[src/rtl/cpu_mem_access_ctrl.sv]
// CPU memory access controller: SRAM with fixed wait states,
// register bus with ack/timeout, one response per request, NES open bus.
// Ports: clk, rst (async, active-high); req_* request in; rsp_* response out;
//   sram_* external SRAM strobes/addr/data; reg_* register bus strobes/addr/data/ack.
module cpu_mem_access_ctrl #(
  parameter int          SRAM_WAIT   = 2,
  parameter int          REG_TIMEOUT = 15,
  parameter logic [15:0] XROM_BASE   = 16'h0800,
  parameter logic [15:0] WRAM_BASE   = 16'h27E0,
  parameter logic [15:0] PRG_BASE    = 16'h47E0
) (
  input  logic        clk,
  input  logic        rst,
  input  logic        req_valid,
  output logic        req_ready,
  input  logic        req_we,
  input  logic [15:0] dec_addr,
  input  logic        dec_valid,
  input  logic [7:0]  req_wdata,
  output logic        rsp_valid,
  output logic [7:0]  rsp_rdata,
  output logic        rsp_err,
  output logic [15:0] sram_addr,
  output logic [7:0]  sram_wdata,
  input  logic [7:0]  sram_rdata,
  output logic        sram_ce,
  output logic        sram_oe,
  output logic        sram_we,
  output logic [15:0] reg_addr,
  output logic [7:0]  reg_wdata,
  output logic        reg_rd,
  output logic        reg_wr,
  input  logic        reg_ack,
  input  logic [7:0]  reg_rdata
);

  typedef enum logic [1:0] {
    IDLE,
    SRAM,
    REG,
    RESP
  } state_t;

  state_t      state;
  logic [15:0] cnt;
  logic [15:0] tcnt;
  logic        we_q;
  logic [7:0]  wdata_q;
  logic [7:0]  open_bus;

  logic        prot;
  logic [7:0]  sram_d;
  logic [7:0]  reg_d;
  logic [7:0]  tmo_d;

  // Expansion ROM and PRG-ROM windows reject writes
  assign prot = req_we &&
                (((dec_addr >= XROM_BASE) && (dec_addr < WRAM_BASE)) ||
                 (dec_addr >= PRG_BASE));

  // Writes report their own data back; reads report the bus
  assign sram_d = we_q ? wdata_q : sram_rdata;
  assign reg_d  = we_q ? wdata_q : reg_rdata;
  assign tmo_d  = we_q ? wdata_q : open_bus;

  assign req_ready = (state == IDLE);

  always_ff @(posedge clk or posedge rst) begin
    if (rst) begin
      state      <= IDLE;
      cnt        <= '0;
      tcnt       <= '0;
      we_q       <= 1'b0;
      wdata_q    <= '0;
      open_bus   <= 8'h00;
      rsp_valid  <= 1'b0;
      rsp_rdata  <= '0;
      rsp_err    <= 1'b0;
      sram_addr  <= '0;
      sram_wdata <= '0;
      sram_ce    <= 1'b0;
      sram_oe    <= 1'b0;
      sram_we    <= 1'b0;
      reg_addr   <= '0;
      reg_wdata  <= '0;
      reg_rd     <= 1'b0;
      reg_wr     <= 1'b0;
    end else begin
      case (state)
        IDLE: begin
          if (req_valid) begin
            we_q    <= req_we;
            wdata_q <= req_wdata;
            if (dec_valid && prot) begin
              state     <= RESP;
              rsp_valid <= 1'b1;
              rsp_err   <= 1'b1;
              rsp_rdata <= req_wdata;
            end else if (dec_valid) begin
              state      <= SRAM;
              cnt        <= 16'(SRAM_WAIT);
              sram_ce    <= 1'b1;
              sram_oe    <= ~req_we;
              sram_we    <= req_we;
              sram_addr  <= dec_addr;
              sram_wdata <= req_we ? req_wdata : 8'h00;
            end else begin
              state     <= REG;
              tcnt      <= 16'd1;
              reg_rd    <= ~req_we;
              reg_wr    <= req_we;
              reg_addr  <= dec_addr;
              reg_wdata <= req_we ? req_wdata : 8'h00;
            end
          end
        end
        SRAM: begin
          if (cnt == '0) begin
            state      <= RESP;
            rsp_valid  <= 1'b1;
            rsp_err    <= 1'b0;
            rsp_rdata  <= sram_d;
            open_bus   <= sram_d;
            sram_ce    <= 1'b0;
            sram_oe    <= 1'b0;
            sram_we    <= 1'b0;
            sram_addr  <= '0;
            sram_wdata <= '0;
          end else begin
            cnt <= cnt - 16'd1;
          end
        end
        REG: begin
          // Ack on the timeout cycle still counts as success
          if (reg_ack || (tcnt == 16'(REG_TIMEOUT))) begin
            state     <= RESP;
            rsp_valid <= 1'b1;
            rsp_err   <= ~reg_ack;
            rsp_rdata <= reg_ack ? reg_d : tmo_d;
            if (reg_ack) begin
              open_bus <= reg_d;
            end
            reg_rd    <= 1'b0;
            reg_wr    <= 1'b0;
            reg_addr  <= '0;
            reg_wdata <= '0;
          end else begin
            tcnt <= tcnt + 16'd1;
          end
        end
        RESP: begin
          state     <= IDLE;
          rsp_valid <= 1'b0;
          rsp_err   <= 1'b0;
          rsp_rdata <= '0;
          cnt       <= '0;
          tcnt      <= '0;
        end
        default: state <= IDLE;
      endcase
    end
  end

endmodule

[config.mk]
export PLATFORM = sky130hd
export DESIGN_NAME = cpu_mem_access_ctrl
export DESIGN_NICKNAME = d
export VERILOG_FILES = /design/src/rtl/cpu_mem_access_ctrl.sv
export SDC_FILE = /design/constraint.sdc
export NUM_CORES = 1
export LEC_CHECK = 0
export CAP_MARGIN = 10
export CORE_AREA = 2 2 136 138
export DETAILED_ROUTE_END_ITERATION = 8
export DIE_AREA = 0 0 138 140
export GPL_ROUTABILITY_DRIVEN = 0
export RECOVER_POWER = 25
export SYNTH_ARGS = -nofsm -noshare
export SYNTH_HDL_FRONTEND = slang
export SYNTH_SLANG_ARGS = --single-unit
[constraint.sdc]
create_clock -name clk -period 9.9 [get_ports clk]
set_input_delay 1.98 -clock clk [delete_from_list [all_inputs] [get_ports clk]]
set_output_delay 1.98 -clock clk [all_outputs]
set_load 0.05 [all_outputs]
Yosys cells after proc, flatten, opt, wreduce, memory -nomap -nowiden
Index checks and enable logic that the tools add are counted.

storage, ports and cells
  bits in registers = 114
  input bits = 46

operators by class
  add/sub/neg operators = 2
  order comparisons = 3
  eq/ne operators = 14
  mux-type cells = 78
  bitwise operators = 2
  reductions and logical operators = 20

operators by type and width
  kind                     count
  $mux W16                 16
  $mux W8                  19
  $pmux W16 S3             2
  $pmux W16 S2             2
  $pmux W8 S2              3
  $pmux W8 S4              1
  $mux W1                  22
  $reduce_and A5 Y1        4
  $add A16 B1 Y16 const B  1
  $eq A16 B4 Y1 const B    1
  $ge A16 B12 Y1 const B   1
  $ge A16 B15 Y1 const B   1
  $logic_not A16 Y1        1
  $lt A16 B14 Y1 const B   1
  $ne A2 B2 Y1 const B     8
  $sub A16 B1 Y16 const B  1
  $mux W2                  5
  $pmux W1 S2              5
  $pmux W1 S4              2
  $pmux W2 S4              1
  $reduce_and A4 Y1        2
  $reduce_bool A2 Y1       3
  $reduce_bool A3 Y1       2
  $eq A2 B2 Y1 const B     2
  8 further kinds          13

Longest topological paths before layout
Gate-level depths: netlist of the first run.

  depth after elaboration = 8
  depth in mapped cells = 10

Worst setup path before layout of the first run
No wires, ideal clock.

  path type = input port to flip-flop
  start = input port dec_addr[12]
  end = register sram_addr[0]
  arrival time = 3.803 ns
  data required time = 9.775 ns
  setup slack = 5.972 ns
  cell stages on the path = 8
  path buffers = 3
  cells stage by stage = or3_1 -> a21oi_1 -> a41oi_1 -> clkbuf_1 -> or3_1 -> buf_6 -> buf_12 -> mux2_4

between the ends
  cells in the longest elaborated chain, start to end = 7
  elaborated cells on any way between the ends = 9
  classes of those cells = order compare: 3; eq/ne: 1; reduce/logical: 5

ends and longest elaborated chain
  item                                                     RTL line  RTL
  start: declaration                                       17        input logic [15:0] dec_addr,
  $ge A16 B12 Y1 / $lt A16 B14 Y1 (equally long branches)  58        (((dec_addr >= XROM_BASE) && (dec_addr < WRAM_BASE)) ||
  $logic_and A1 B1 Y1                                      58
  $logic_or A1 B1 Y1 *                                     58
  $logic_and A1 B1 Y1 *                                    57        assign prot = req_we &&
  $logic_and A1 B1 Y1 *                                    94        if (dec_valid && prot) begin
  $ne A2 B2 Y1 (no line) *                                 -
  $reduce_and A5 Y1 (no line) *                            -
  end signal: assignment                                   105       sram_addr <= dec_addr;
  end: declaration                                         23        output logic [15:0] sram_addr,

Mark *: on every way between the ends. The rest lies on a longest branch, timed or not.
A chain may end at the register's enable or synchronous reset.

Worst setup path in the final report of the first run
  start = register state[0]
  end = output port req_ready

between the ends
  cells in the longest elaborated chain, start to end = 1

ends and longest elaborated chain
  item                      RTL line  RTL
  start: declaration        44        state_t state;
  start signal: assignment  70        state <= IDLE;
  start signal: assignment  95        state <= RESP;
  start signal: assignment  100       state <= SRAM;
  $logic_not A2 Y1          66        assign req_ready = (state == IDLE);
  end: declaration          15        output logic req_ready,

No other way between the ends.

==> flow_summary_export.csv, run 1 <==
group,metric,value,unit
timing,tightest_slew,2.26,ns
synthesis,synth_area_leader_cell,"dfrtp_1",
flow_run,max_cap_viol_count,1,
power,leakage,3.39,nW
synthesis,synthDominantCellAreaShare,46.6,%
critical_path,crit_path_max_fanout,21,
die,die-area,19300,um^2
global_routing,grt.total_usage,18.0,%
power,peakVddDrop,162,uV
min_path,hp-class,"reg -> reg",
drt,wl_per_cell,18.2,um
critical_path,start_kind,"flip-flop",
timing,setup_violations,0,
die,die_w,138,um
layout,final_cell_area,7950,um^2
critical_path,crit_type,"reg -> out",
min_path,hold_start,"reg_addr[0]",
global_routing,grt_start_max_net_pins,66,
layout,layout_commonest_cell,"dfrtp_1",
timing,fin_hold_ws,0.475,ns
power,p_clk_share,20.1,%
layout,synthToLayoutAreaGrowth,30.0,%
die,core,17800,um^2
power,intPower,1.63,mW
power,seqPwrFrac,26.1,%
critical_path,endpoint_kind,"output pin",
status,status,"finished with violations",
timing,fmax,210,MHz
layout,diodes,0,
timing,final_max_slew_viol_count,51,
synthesis,synthArstFlopShare,100,%
cts,clk_path_buf_depth,2,
timing,slew_headroom,-51.8,%
drt,wl,17200,um
synthesis,synth_area_per_cell,9.97,um^2
drt,drt_iter0_drc,358,
critical_path,arrival,2.78,ns
layout,nets,760,
die,num_rows,49,
synthesis,synth_edf_count,0,
power,combPwrFrac,53.8,%
timing,tns,0,ns
global_routing,antenna_found_initial,0,
synthesis,yosysWarnings,0,
critical_path,crit_start,"state[0]",
layout,most-common-layout-cells,"dfrtp_1 (114), clkdlybuf4s50_1 (97), nand2_1 (73)",
placement,dpl_cell_area,7360,um^2
timing,hold_viol,0,
synthesis,synth_cell_types,57,
drt,drtPass1Iterations,4,
timing,fin_crit,4.76,ns
status,failed_checks,"capacitance limit, slew limit",
layout,seqCellArea,2850,um^2
layout,drive_gt1_share,13.5,%
power,switching_power,1.37,mW
cts,clk_pin_slew,0.05,ns
synthesis,ys_ff_latch,114,
power,swShare,45.8,%
placement,portBuffers,109,
layout,multiInputGateArea,3020,um^2
timing,period_share,48.1,%
drt,antenna_left,0,
timing,grt_setup_unrepaired,"false",
synthesis,netlist_area,6120,um^2
placement,hpwl,11800,um
cts,cts-root-buf,"clkbuf_16",
synthesis,ys_seq_area_share,46.6,%
die,io_pins,110,
critical_path,critical_path_required,7.92,ns
drt,vias_per_cell,5.44,
cts,cts_tree,"yes",
cts,cts-hold-fix-buffers,0,
cts,clock_latency,0.42,ns
global_routing,grt_pass1_vias,5123,
power,p_per_area,378,nW/um^2
die,die_y,140,um
cts,cts.sinks,114,
cts,h-tree-depth,4,
synthesis,yosys_most_used_dff,"dfrtp_1",
drt,vias,5166,
cts,cts_setup_buffers,0,
synthesis,ys_top_cells_by_area,"dfrtp_1 (47%), mux2_2 (6.4%), o21ai_0 (4.7%)",
drt,drc,0,
cts,cts_buffers,17,
synthesis,synthesis.instances,614,
global_routing,overflow,0,
layout,nFillCells,1666,
cts,cts_resized,0,
critical_path,timing.rr.start,"state[1]",
timing,fin_skew,0.00927,ns
die,initial_utilization,34.4,%
global_routing,grt_pass1_wl,27800,um
synthesis,syn_nets,667,
[critical path, stage by stage (launching register included)]
cell,delay (ns)
dfrtp_1,0.42
inv_1,0.10
ha_1,0.82
clkdlybuf4s50_1,1.02
[power groups by stage]
stage | clock, mW | combinational, mW | sequential, mW
floorplan | 0 | 0.821 | 1.13
global placement | 0 | 1.59 | 0.778
detailed placement | 0 | 1.62 | 0.789
CTS | 0.612 | 1.63 | 0.783
global route | 0.636 | 1.74 | 0.809
finish | 0.603 | 1.62 | 0.784
[flip-flops by register name (all words and copies together), names as in the netlist, 2 cells and up]
register,cells
cnt,16
open_bus,8
reg_addr,16
reg_wdata,8
rsp_rdata,8
sram_addr,16
sram_wdata,8
state,2
tcnt,16
wdata_q,8
[Yosys cell counts (3+ instances only)]
cell and count:
nand3_1 12, and3_1 6, and2_1 8, nand3b_1 10, nand4_1 6, and4_1 5, or4_1 7, nand2_1 73
or2_2 3, nand2b_1 7, clkbuf_1 31, mux2i_1 10, or3_1 10, o211ai_1 12, nor3_1 13, nor2_1 17
a211o_1 3, a221o_1 8, mux2_2 35, buf_1 6, inv_1 17, a21o_1 3, o21ai_1 3, mux2_4 11
o41ai_1 9, o21ai_0 58, o22a_1 3, ha_1 7, dfrtp_1 114, a211oi_1 17, a21oi_1 9, nor2b_1 35
o31ai_1 8, nor4_1 9
[per-layer routing]
metal  track usage, %  wire length, um
met2             29.6             8450
met1             23.0             7710
met4             6.98              400
met5                0                0
met3             4.31              684
[cells by family after synthesis]
kind of cell / synth area share [%]
muxes: 10.8
DFF: 46.6
and+or+nand+nor: 20.0
adders and majority gates: 1.43
buffers and inverters: 4.23
xor gates and xnor gates: 0.286
AOI/OAI and AO/OA: 16.7
[layout make-up]
type / instances / area share (%)
Multi-Input combinational cell: 441 / 38.0
Sequential cell: 114 / 35.9
Timing Repair Buffer: 116 / 14.4
Clock buffer: 17 / 5.35
Tap cell: 229 / 3.60
Clock inverter: 15 / 2.03
Inverter: 17 / 0.818
[metrics by stage]
step	std cells	setup WS, ns	power (mW)	utilization, %
global route	949	5.01	3.18	44.7
global placement	916	4.92	2.37	41.4
CTS	948	5.14	3.02	44.7
floorplan	614	4.90	1.95	-
detailed placement	916	4.85	2.41	41.4
finish	949	5.14	3.00	44.7
[final timing paths]
| path | endpoint | slack (ns) | cells past startpoint |
|---|---|---|---|
| max | req_ready | 5.14 | 3 |
| min in group asynchronous | reg_addr[6] | 2.64 | 2 |
| min | reg_addr[0] | 0.48 | 2 |
| max reg2reg | sram_addr[0] | 6.22 | 9 |
| max in group asynchronous | rsp_rdata[2] | 5.58 | 3 |
| min reg2reg | reg_addr[0] | 0.48 | 2 |
Note: power is estimated with default switching activity, not from simulation.
==> run 2, diff against run 1 <==
Clock period 9.9 ns to 4.8 ns, I/O delays scaled along.
==> run 2 against run 1 <==
Net effect: the run still ends with capacitance limit, slew limit left; sequential share of layout area barely moved; largest cell class unchanged; non-clock buffer count is 2 higher; critical path type unchanged; die area stayed put.
==> flow_summary_export.csv, run 2 (synthesized netlist as in run 1, its figures left out) <==
group,metric,value,unit
die,die_w,138,um
status,failed_checks,"capacitance limit, slew limit",
critical_path,crit_type,"reg -> out",
critical_path,endpoint_kind,"output pin",
power,p_per_area,777,nW/um^2
layout,final_cell_area,7960,um^2
timing,fin_crit,3.66,ns
layout,most-common-layout-cells,"dfrtp_1 (114), clkdlybuf4s50_1 (108), nand2_1 (73)",
global_routing,grt_start_max_net_pins,59,
die,initial_utilization,34.4,%
flow_run,max_cap_viol_count,1,
drt,drc,0,
cts,cts.sinks,114,
cts,clock_latency,0.41,ns
layout,nFillCells,1664,
cts,cts_buffers,17,
critical_path,cpPeakStageDelay,0.96,ns
placement,pre_cts_ws,1.10,ns
drt,antenna_left,0,
timing,fmax,273,MHz
status,status,"finished with violations",
global_routing,grt.total_usage,17.8,%
placement,dpl_cell_area,7380,um^2
layout,drive_gt1_share,13.3,%
drt,drt_iter0_drc,379,
global_routing,grt_pass1_wl,27600,um
timing,tightest_slew,2.68,ns
die,die-area,19300,um^2
power,peakVddDrop,337,uV
timing,hold_viol,0,
timing,final_max_slew_viol_count,59,
critical_path,crit_path_max_fanout,21,
critical_path,ff2ff_path_depth,7,
power,leakage,3.40,nW
drt,vias_per_cell,5.41,
cts,clk_path_buf_depth,2,
global_routing,overflow,0,
layout,final_util,44.8,%
critical_path,cp_num_buf_inv,2,
min_path,hp-class,"reg -> reg",
global_routing,grt_pass1_vias,5120,
drt,vias,5136,
min_path,whs_endpoint,"reg_addr[14]",
timing,setup_violations,0,
critical_path,arrival,2.70,ns
timing,grt_setup_unrepaired,"false",
min_path,hold_start,"reg_addr[14]",
placement,hpwl,11800,um
drt,drtPass1Iterations,5,
timing,post-route-worst-setup-slack,1.14,ns
cts,cts-root-buf,"clkbuf_16",
timing,period_share,76.3,%
die,io_pins,110,
critical_path,timing.rr.start,"state[0]",
critical_path,critical_path_required,3.84,ns
layout,synthToLayoutAreaGrowth,30.1,%
drt,wl_per_cell,17.8,um
die,num_rows,49,
cts,clk_pin_slew,0.05,ns
layout,diodes,0,
layout,nets,762,
layout,layout_commonest_cell,"dfrtp_1",
cts,h-tree-depth,4,
cts,cts_tree,"yes",
critical_path,r2r-end,"reg_addr[12]",
timing,slew_headroom,-79.8,%
die,die_y,140,um
timing,fin_hold_ws,0.479,ns
critical_path,rrSetupSlack,1.44,ns
cts,cts-hold-fix-buffers,0,
critical_path,start_kind,"flip-flop",
die,core,17800,um^2
cts,cts_setup_buffers,0,
placement,portBuffers,109,
timing,tns,0,ns
timing,fin_skew,0.00526,ns
critical_path,crit_family,"buffers and inverters",
critical_path,cp_cell_sequence,"inv_1 > ha_1 > clkdlybuf4s50_1",
critical_path,slowest_stage,"clkdlybuf4s50_1",
global_routing,antenna_found_initial,0,
min_path,hold_depth,2,
drt,wl,16900,um
cts,cts_resized,0,
[run 2: changes by cell type in the layout (fill, tap and decap cells not counted), moves of 4 or more]
cell / change
clkbuf_8: +8
clkdlybuf4s50_1: +11
clkinv_4: -6
clkinvlp_4: -4
dlygate4sd3_1: -11
[run 2: worst max-delay path by stage]
stage                               end  cells after the start      from
after floorplan                  cnt[0]                      1       rst
after global placement         tcnt[12]                      5   reg_ack
after detailed placement       tcnt[12]                      5   reg_ack
after CTS                     req_ready                      3  state[0]
after global routing      sram_addr[10]                      3       rst
final                         req_ready                      3  state[0]
[run 2: area by class of cell]
type | count | area (um^2) | area share [%]
clock buffers | 26 | 539 | 6.77
multi-input cells | 441 | 3020 | 37.9
repair buffers | 118 | 1160 | 14.5
clock inverters | 4 | 45.0 | 0.566
inverters | 17 | 65.1 | 0.817
flip-flops and latches | 114 | 2850 | 35.8
well taps | 229 | 287 | 3.60
[run 2: worst min-delay path, stage by stage (launching register included)]
cell	delay, ns
dfrtp_1	0.34
nand2_1	0.05
o21ai_0	0.06
[run 2: through the flow]
stage,total power [mW],std cells
final,6.19,949
after global routing,6.57,949
after CTS,6.23,948
after detailed placement,4.96,918
after global placement,4.89,918
after floorplan,4.02,614
[run 2: per-layer routing]
layer  wire length, um  share of wire (%)  GRT usage, %  vias to the layer above
met1              7530                 45          23.1                     2567
met4               315                1.9          6.39                        0
met3               564                3.3          3.79                       26
met5                 0                  0             0                        -
met2              8490                 50          29.5                      107
li1                  -                  -             -                     2436
[run 2: power by group]
group          internal (mW)  switching (mW)
registers               1.34           0.278
clock network          0.813           0.422
logic                   1.27            2.07
==> run 3, diff against run 2 <==
Clock period 4.8 ns to 3.1 ns, I/O delays scaled along.
==> run 3 against run 2 <==
Net effect: the flow now finishes without violations; wire length up 1.4%; core utilization up 0.96 points; flip-flop and latch count unchanged; critical path depth up 5; sequential share of layout area down 0.75 points; combinational power up 60%; cell count up 1.8%; global-route usage up 0.25 points; die area unchanged; total power up 59%; critical endpoint is now rsp_rdata[2].
==> flow_summary_export.csv, run 3 (synthesized netlist as in run 1, its figures left out) <==
group,metric,value,unit
drt,drc,0,
placement,hpwl,12100,um
critical_path,timing.rr.start,"cnt[0]",
placement,pre_cts_ws,0.190,ns
timing,grt_setup_unrepaired,"false",
timing,fmax,359,MHz
placement,dpl.cell_count,934,
layout,final_util,45.7,%
critical_path,crit_path_max_fanout,10,
placement,portBuffers,109,
layout,multiInputGateArea,3020,um^2
drt,vias_per_cell,5.47,
die,io_pins,110,
layout,most-common-layout-cells,"dfrtp_1 (114), clkdlybuf4s50_1 (107), nand2_1 (73)",
cts,cts_tree,"yes",
cts,cts.sinks,114,
global_routing,overflow,0,
cts,cts-root-buf,"clkbuf_16",
die,core,17800,um^2
layout,layout_commonest_cell,"dfrtp_1",
drt,antenna_left,0,
cts,clk_pin_slew,0.05,ns
power,leakage,3.49,nW
layout,seqCellArea,2850,um^2
flow_run,max_cap_viol_count,0,
critical_path,arrival,3.08,ns
layout,nets,777,
global_routing,grt.total_usage,18.1,%
cts,cts-hold-fix-buffers,0,
timing,slew_headroom,5.74,%
layout,final_cell_area,8130,um^2
timing,post-route-worst-setup-slack,0.314,ns
layout,nFillCells,1655,
critical_path,crit_start,"cnt[0]",
layout,synthToLayoutAreaGrowth,32.9,%
min_path,hp-class,"reg -> reg",
global_routing,antenna_found_initial,0,
critical_path,critical_path_required,3.39,ns
die,die-area,19300,um^2
layout,drive_gt1_share,15.2,%
timing,tns,0,ns
drt,drt_iter0_drc,341,
cts,clock_latency,0.41,ns
cts,cts_setup_buffers,0,
drt,vias,5282,
power,peakVddDrop,552,uV
die,num_rows,49,
critical_path,crit_type,"reg -> reg",
status,status,"finished, final reports clean",
timing,period_share,89.9,%
timing,final_max_slew_viol_count,0,
die,initial_utilization,34.4,%
timing,fin_crit,2.79,ns
timing,hold_viol,0,
timing,tightest_slew,1.41,ns
die,die_w,138,um
min_path,hold_start,"sram_oe",
layout,diodes,0,
timing,setup_violations,0,
global_routing,grt_start_max_net_pins,50,
global_routing,grt_pass1_vias,5323,
critical_path,endpoint_kind,"flip-flop",
global_routing,grt_pass1_wl,28100,um
drt,wl,17100,um
cts,cts_resized,0,
cts,h-tree-depth,4,
die,die_y,140,um
cts,cts_buffers,17,
cts,clk_path_buf_depth,2,
drt,wl_per_cell,17.7,um
power,p_per_area,1210,nW/um^2
critical_path,start_kind,"flip-flop",
placement,dpl_cell_area,7540,um^2
timing,fin_skew,0.00870,ns
drt,drtPass1Iterations,7,
layout,fin_cells,966,
[run 3: worst paths after layout]
check | end | cells after the start | slack, ns
min in group asynchronous | reg_addr[6] | 2 | 0.98
hold / removal | sram_oe | 1 | 0.47
setup / recovery | rsp_rdata[2] | 8 | 0.31
max in group asynchronous | reg_wdata[3] | 3 | 0.58
hold reg to reg | sram_oe | 1 | 0.47
setup reg to reg | rsp_rdata[2] | 8 | 0.31
[run 3: through the flow]
stage          total power [mW]  hold slack (ns)
6_report                   9.85            0.475
4_1_cts                    9.92            0.481
3_5_place_dp               7.87            0.469
2_1_floorplan              6.22            0.463
5_1_grt                    10.4            0.493
3_3_place_gp               7.74            0.468
[run 3: final cells by class]
type / instances / share of cell area [%]
multi-input cells: 441 / 37.1
flip-flops and latches: 114 / 35.1
repair buffers: 133 / 16.0
clock buffers: 23 / 5.88
well taps: 229 / 3.52
clock inverters: 9 / 1.58
inverters: 17 / 0.800
[run 3: where the power goes]
| part | internal, mW | leakage, nW | switching, mW | total, mW |
|---|---|---|---|---|
| clock | 1.32 | 0.293 | 0.678 | 2.00 |
| combinational | 2.11 | 1.73 | 3.24 | 5.35 |
| sequential | 2.07 | 1.46 | 0.432 | 2.50 |
[run 3: routing by layer]
metal | vias to the layer above | global-route usage (%) | routed length, um
met1 | 2621 | 23.2 | 7460
met5 | - | 0 | 0
met3 | 25 | 3.76 | 838
li1 | 2477 | - | -
met2 | 159 | 30.3 | 8580
met4 | 0 | 6.61 | 261
[run 3: worst max-delay path: stages, from the launching register on]
cell      delay, ns
dfrtp_1        0.41
inv_1          0.13
ha_1           0.15
or4b_1         0.48
o41a_4         0.54
o21bai_1       0.26
a21oi_4        0.19
buf_12         0.16
mux2_2         0.34
